<file path="config.mk">
export PLATFORM = sky130hd
export DESIGN_NAME = freq_gate_ctrl
export DESIGN_NICKNAME = d
export VERILOG_FILES = /design/src/rtl/freq_gate_ctrl.sv
export SDC_FILE = /design/constraint.sdc
export NUM_CORES = 1
export LEC_CHECK = 0
export CORE_ASPECT_RATIO = 1.75
export CORE_UTILIZATION = 51
export DETAILED_ROUTE_END_ITERATION = 12
export HOLD_SLACK_MARGIN = 0.1
export PLACE_DENSITY = 0.8
export SYNTH_ARGS = -nofsm -noshare
export SYNTH_HDL_FRONTEND = slang
export SYNTH_SLANG_ARGS = --single-unit
export TNS_END_PERCENT = 20
</file>
<file path="constraint.sdc">
create_clock -name clock -period 2.65 [get_ports clock]
set_input_delay 0.53 -clock clock [delete_from_list [all_inputs] [get_ports clock]]
set_output_delay 0.53 -clock clock [all_outputs]
set_load 0.02 [all_outputs]
</file>
<file path="src/rtl/freq_gate_ctrl.sv">
// freq_gate_ctrl: measurement sequencer for the frequency counter datapath.
// It clears the external edge counter and opens a gate window of a programmed
// length. After a settle delay it presents the count as a one-cycle-valid
// result. Auto-ranging across four gate lengths is optional.
//
//   state    | meaning
//   ---------+------------------------------------------------------------
//   S_IDLE   | waiting for run, gate closed
//   S_CLEAR  | one-cycle counter clear, range chosen, gate timer loaded
//   S_GATE   | counter enabled for GATE[range] cycles
//   S_SETTLE | gate closed, counter allowed to settle for SETTLE cycles
//   S_LATCH  | result_valid strobe, auto-range decision, loop or stop

module freq_gate_ctrl #(
  parameter int              CNT_W     = 32,
  parameter int              GATE0     = 50_000_000,
  parameter int              GATE1     = 5_000_000,
  parameter int              GATE2     = 500_000,
  parameter int              GATE3     = 50_000,
  parameter int              SETTLE    = 4,
  parameter logic [CNT_W-1:0] HI_THRESH = CNT_W'(99_999_999),
  parameter logic [CNT_W-1:0] LO_THRESH = CNT_W'(9_999)
) (
  input  logic             clock,
  input  logic             reset_n,
  input  logic             run,
  input  logic             auto_range,
  input  logic [1:0]       range_sel,
  input  logic [CNT_W-1:0] cnt_value,
  input  logic             cnt_ovf,
  output logic             cnt_clear,
  output logic             gate,
  output logic             busy,
  output logic [CNT_W-1:0] result,
  output logic [1:0]       result_range,
  output logic             overrange,
  output logic             result_valid
);

  // One shared down-counter serves both the gate and the settle interval,
  // so it is sized for the longest of them.
  localparam int GMAX_01 = (GATE0 > GATE1) ? GATE0 : GATE1;
  localparam int GMAX_23 = (GATE2 > GATE3) ? GATE2 : GATE3;
  localparam int GMAX_G  = (GMAX_01 > GMAX_23) ? GMAX_01 : GMAX_23;
  localparam int GMAX    = (GMAX_G > SETTLE) ? GMAX_G : SETTLE;
  localparam int TMR_W   = (GMAX > 1) ? $clog2(GMAX) : 1;

  localparam logic [TMR_W-1:0] G0_M1     = TMR_W'(GATE0 - 1);
  localparam logic [TMR_W-1:0] G1_M1     = TMR_W'(GATE1 - 1);
  localparam logic [TMR_W-1:0] G2_M1     = TMR_W'(GATE2 - 1);
  localparam logic [TMR_W-1:0] G3_M1     = TMR_W'(GATE3 - 1);
  localparam logic [TMR_W-1:0] SETTLE_M1 = TMR_W'(SETTLE - 1);

  typedef enum logic [2:0] {
    S_IDLE   = 3'd0,
    S_CLEAR  = 3'd1,
    S_GATE   = 3'd2,
    S_SETTLE = 3'd3,
    S_LATCH  = 3'd4
  } state_t;

  state_t           state, state_nxt;
  logic [TMR_W-1:0] timer, timer_nxt;
  logic [1:0]       range, range_nxt;
  logic [1:0]       range_use;
  logic             load_result;
  logic             go_up, go_down;

  function automatic logic [TMR_W-1:0] gate_load(input logic [1:0] r);
    case (r)
      2'd0:    gate_load = G0_M1;
      2'd1:    gate_load = G1_M1;
      2'd2:    gate_load = G2_M1;
      default: gate_load = G3_M1;
    endcase
  endfunction

  // Auto-range decision on the settled count; overflow always forces a shorter gate.
  always_comb begin
    go_up   = (cnt_ovf || (cnt_value > HI_THRESH)) && (range != 2'd3);
    go_down = !go_up && (cnt_value < LO_THRESH) && !cnt_ovf && (range != 2'd0);
  end

  // State register plus timer, range and result registers.
  always_ff @(posedge clock) begin
    if (!reset_n) begin
      state        <= S_IDLE;
      timer        <= '0;
      range        <= 2'd0;
      result       <= '0;
      result_range <= 2'd0;
      overrange    <= 1'b0;
    end else begin
      state <= state_nxt;
      timer <= timer_nxt;
      range <= range_nxt;
      // The gate is already closed here, so the count seen on the way into
      // LATCH equals the count during LATCH; capturing it one edge early lets
      // the result fields be valid alongside the strobe.
      if (load_result) begin
        result       <= cnt_value;
        result_range <= range;
        overrange    <= cnt_ovf;
      end
    end
  end

  // Next-state, timer/range updates and Moore outputs.
  always_comb begin
    state_nxt    = state;
    timer_nxt    = timer;
    range_nxt    = range;
    range_use    = range;
    load_result  = 1'b0;
    cnt_clear    = 1'b0;
    gate         = 1'b0;
    busy         = 1'b1;
    result_valid = 1'b0;
    case (state)
      S_IDLE: begin
        busy = 1'b0;
        if (run) state_nxt = S_CLEAR;
      end
      S_CLEAR: begin
        cnt_clear = 1'b1;
        range_use = auto_range ? range : range_sel;
        range_nxt = range_use;
        timer_nxt = gate_load(range_use);
        state_nxt = S_GATE;
      end
      S_GATE: begin
        gate = 1'b1;
        if (timer == '0) begin
          timer_nxt = SETTLE_M1;
          state_nxt = S_SETTLE;
        end else begin
          timer_nxt = timer - 1'b1;
        end
      end
      S_SETTLE: begin
        if (timer == '0) begin
          load_result = 1'b1;
          state_nxt   = S_LATCH;
        end else begin
          timer_nxt = timer - 1'b1;
        end
      end
      S_LATCH: begin
        result_valid = 1'b1;
        if (auto_range) begin
          if (go_up)        range_nxt = range + 2'd1;
          else if (go_down) range_nxt = range - 2'd1;
        end
        state_nxt = run ? S_CLEAR : S_IDLE;
      end
      default: state_nxt = S_IDLE;
    endcase
  end

endmodule

</file>
==> impl_metrics.json <==
{
  "ys_ff_latch": 66,
  "pwr-share-seq_pct": 34.3,
  "holdWs_ns": 0.4580,
  "die_x_um": 66.22,
  "grt_util_all_layers_pct": 33.19,
  "cp_num_buf_inv": 2,
  "cpMostUsedCell": "nor2_1",
  "ys_warn_count": 0,
  "comb_power_share_pct": 28.3,
  "dp_hpwl_mm": 8.789,
  "dp.cells": 628,
  "finalClockSkew_ns": 0.007428,
  "fin_ws_ns": 0.1286,
  "clock_power_share_pct": 37.4,
  "power_density_nw_per_um2": 664.9,
  "final_cell_mix": "nand2_1 (80), clkdlybuf4s50_1 (77), dfxtp_1 (66)",
  "tightest_slew_ns": 0.7532,
  "gp_congestion": 1.037,
  "fillers": 532,
  "slew-limit-headroom_pct": 49.55,
  "antenna_found_initial": 0,
  "layout_commonest_cell": "nand2_1",
  "syn_inst": 460,
  "synth_ff_type": "dfxtp_1",
  "rows": 40,
  "crit_path_top_delay_cell": "clkdlybuf4s50_1",
  "synth_cell_types": 62,
  "post-place-ws_ns": 0.1055,
  "via_count": 3924,
  "cp-start-kind": "flip-flop",
  "die_h_um": 114.4,
  "crit_end": "cnt_clear",
  "fmax_mhz": 396.6,
  "hold_buffers": 0,
  "use_met2_pct": 57.07,
  "max_stage_delay_ns": 0.64,
  "hold_viol": 0,
  "grt_pass1_vias": 4003,
  "rsz0062_at_grt": "false",
  "drt_iter0_markers": 268,
  "hold_class": "reg -> reg",
  "synth_edf_count": 0,
  "crit_fanout": 5,
  "arrival_ns": 1.99,
  "syn_area_per_cell_um2": 8.002,
  "cp.depth": 5,
  "setup_violations": 0,
  "wl_per_cell_um": 18.54,
  "busiest_layer": "met2",
  "drcViolationCount": 0,
  "crit_chain": "nor2_1 > nor2_1 > nand2_1 > inv_1 > clkdlybuf4s50_1",
  "diodes": 0,
  "drv_cap": 0,
  "htreeDepth": 3,
  "cts_resized": 0,
  "grt_use_met3_pct": 9.462,
  "cts-root-buf": "clkbuf_16",
  "r2r-end": "timer[22]$_SDFFE_PN0P_",
  "p_int_w": 0.002234,
  "cts.clk_slew.worst_paths_ns": 0.05,
  "final_antenna_net_count": 0,
  "min_period_over_period_pct": 95.15,
  "numCtsBuffers": 9,
  "outcome": "complete, no violations",
  "drtPass1Iterations": 5,
  "reg2reg_setup_slack_ns": 0.16,
  "initial_core_util_pct": 53.30,
  "place.port_buffers": 77,
  "switching_share_pct": 32.62,
  "r2r-start": "timer[0]$_SDFFE_PN0P_",
  "yosysSeqAreaShare_pct": 35.89,
  "postCtsSetupBuffers": 0,
  "met1_usage_pct": 31.91,
  "syn_to_final_growth_pct": 35.45,
  "clkLatencyLatePin_ns": 0.34,
  "finalCriticalPeriod_ns": 2.521,
  "final_max_slew_viol_count": 0,
  "drive_above_1_share_pct": 20.89,
  "vdd_drop_max_v": 0.0004019,
  "required_ns": 2.12,
  "p_leak_nw": 1.774,
  "async_flop_share_pct": 0,
  "nNetsFinal": 602,
  "grt_max_degree": 37,
  "io-pin-count": 78,
  "wl_mm": 11.94,
  "core_region_area_um2": 6907,
  "crit_start": "state[1]$_SDFFE_PN0P_",
  "finalSetupTns_ns": 0,
  "grt-ovfl-total": 0,
  "syn_nets": 507,
  "r2r.worst_path.cells": 8,
  "grt_first_pass_wirelength_mm": 18.66,
  "cts_buffer_depth": 2,
  "worstSetupPathType": "reg -> out",
  "endpoint_kind": "output pin",
  "p_sw_w": 0.001081,
  "dieArea_um2": 7575,
  "crit_family": "buffers and inverters",
  "cts_tree": "done",
  "stdcell_count": 644,
  "syn_area_um2": 3681,
  "viasPerCell": 6.093,
  "cts_sinks": 66
}
==> kinds of logic after synthesis <==
kind of cell	share of synthesized area, %
simple gates	29.50
compound gates	25.19
flops	35.89
buf+inv	5.710
fa+ha+maj	2.719
xor+xnor	0.7139
mux	0.2719
==> worst register-to-register path: cells and delay by family, from the launching register on <==
kind	cells	cell delay [ns]
AOI/OAI and AO/OA	3	1.11
and+or+nand+nor	3	0.52
DFF	1	0.39
adders and majority gates	1	0.26
buffers and inverters	1	0.09
==> state kept, by name, summed over array words and instances, names as in the netlist <==
name and cells:
overrange 1, result 32, timer 26, range 2
result_range 2, state 3
==> how the worst min path moves through the flow <==
| stage | startpoint | end | slack [ns] | depth (start not counted) |
|---|---|---|---|---|
| 6_report | result[26]$_SDFFE_PN0P_ | result[26]$_SDFFE_PN0P_ | 0.46 | 2 |
| 5_1_grt | result[27]$_SDFFE_PN0P_ | result[27]$_SDFFE_PN0P_ | 0.48 | 2 |
| 4_1_cts | result[26]$_SDFFE_PN0P_ | result[26]$_SDFFE_PN0P_ | 0.46 | 2 |
| 3_5_place_dp | result[26]$_SDFFE_PN0P_ | result[26]$_SDFFE_PN0P_ | 0.45 | 2 |
| 3_3_place_gp | result[25]$_SDFFE_PN0P_ | result[25]$_SDFFE_PN0P_ | 0.44 | 2 |
| 2_1_floorplan | timer[22]$_SDFFE_PN0P_ | timer[22]$_SDFFE_PN0P_ | 0.46 | 1 |
==> per-layer routing <==
metal	part of all wire [%]	vias to the layer above
li1	-	1851
met1	36	1835
met2	51	187
met3	6.6	51
met4	6.7	0
met5	0	-
==> synth_stat cells, types with 4 or more instances <==
library cell  number  area [µm²]
nand3_1            9       45.04
or3_1              8       50.05
o22ai_1            4       25.02
o21a_1             4       30.03
nor3_1            19       95.09
o211ai_1           4       30.03
a31oi_1            7       43.79
a21oi_2           30       262.8
or2_2              6       37.54
nand2_2           20       125.1
o21ai_0           15       75.07
inv_1             11       41.29
ha_1               8       100.1
nand2_1           80       300.3
a211oi_1           5       37.54
dfxtp_1           66        1321
o31ai_1            5       37.54
nor2_1            36       135.1
a21oi_1           30       150.1
nand4_1            4       25.02
clkbuf_1          18       67.56
nor4_1            11       68.82
or4_1              4       30.03
==> area by class of cell <==
cell class | instances | area, µm² | share of cell area (%)
Sequential cell | 66 | 1321 | 26.50
Clock buffer | 11 | 252.7 | 5.069
Multi-Input combinational cell | 357 | 2150 | 43.11
Inverter | 11 | 41.29 | 0.8281
Tap cell | 84 | 105.1 | 2.108
Timing Repair Buffer | 110 | 1056 | 21.18
Clock inverter | 5 | 60.06 | 1.205
==> power groups by stage <==
stage | clock network [W] | logic [W] | registers, W
detailed placement | 0 | 0.000906 | 0.00116
finish | 0.00124 | 0.000937 | 0.00114
global placement | 0 | 0.000891 | 0.00115
global route | 0.00129 | 0.000996 | 0.00115
floorplan | 0 | 0.000553 | 0.00114
CTS | 0.00125 | 0.000912 | 0.00113
==> metrics by stage <==
step / power, W / area (µm²) / util [%]
floorplan: 0.001691 / 3681 / -
global placement: 0.002043 / 4673 / 67.66
detailed placement: 0.002061 / 4673 / 67.66
CTS: 0.003294 / 4986 / 72.19
global route: 0.003431 / 4986 / 72.19
finish: 0.003315 / 4986 / 72.19
Note: power is estimated with default switching activity, not from simulation.
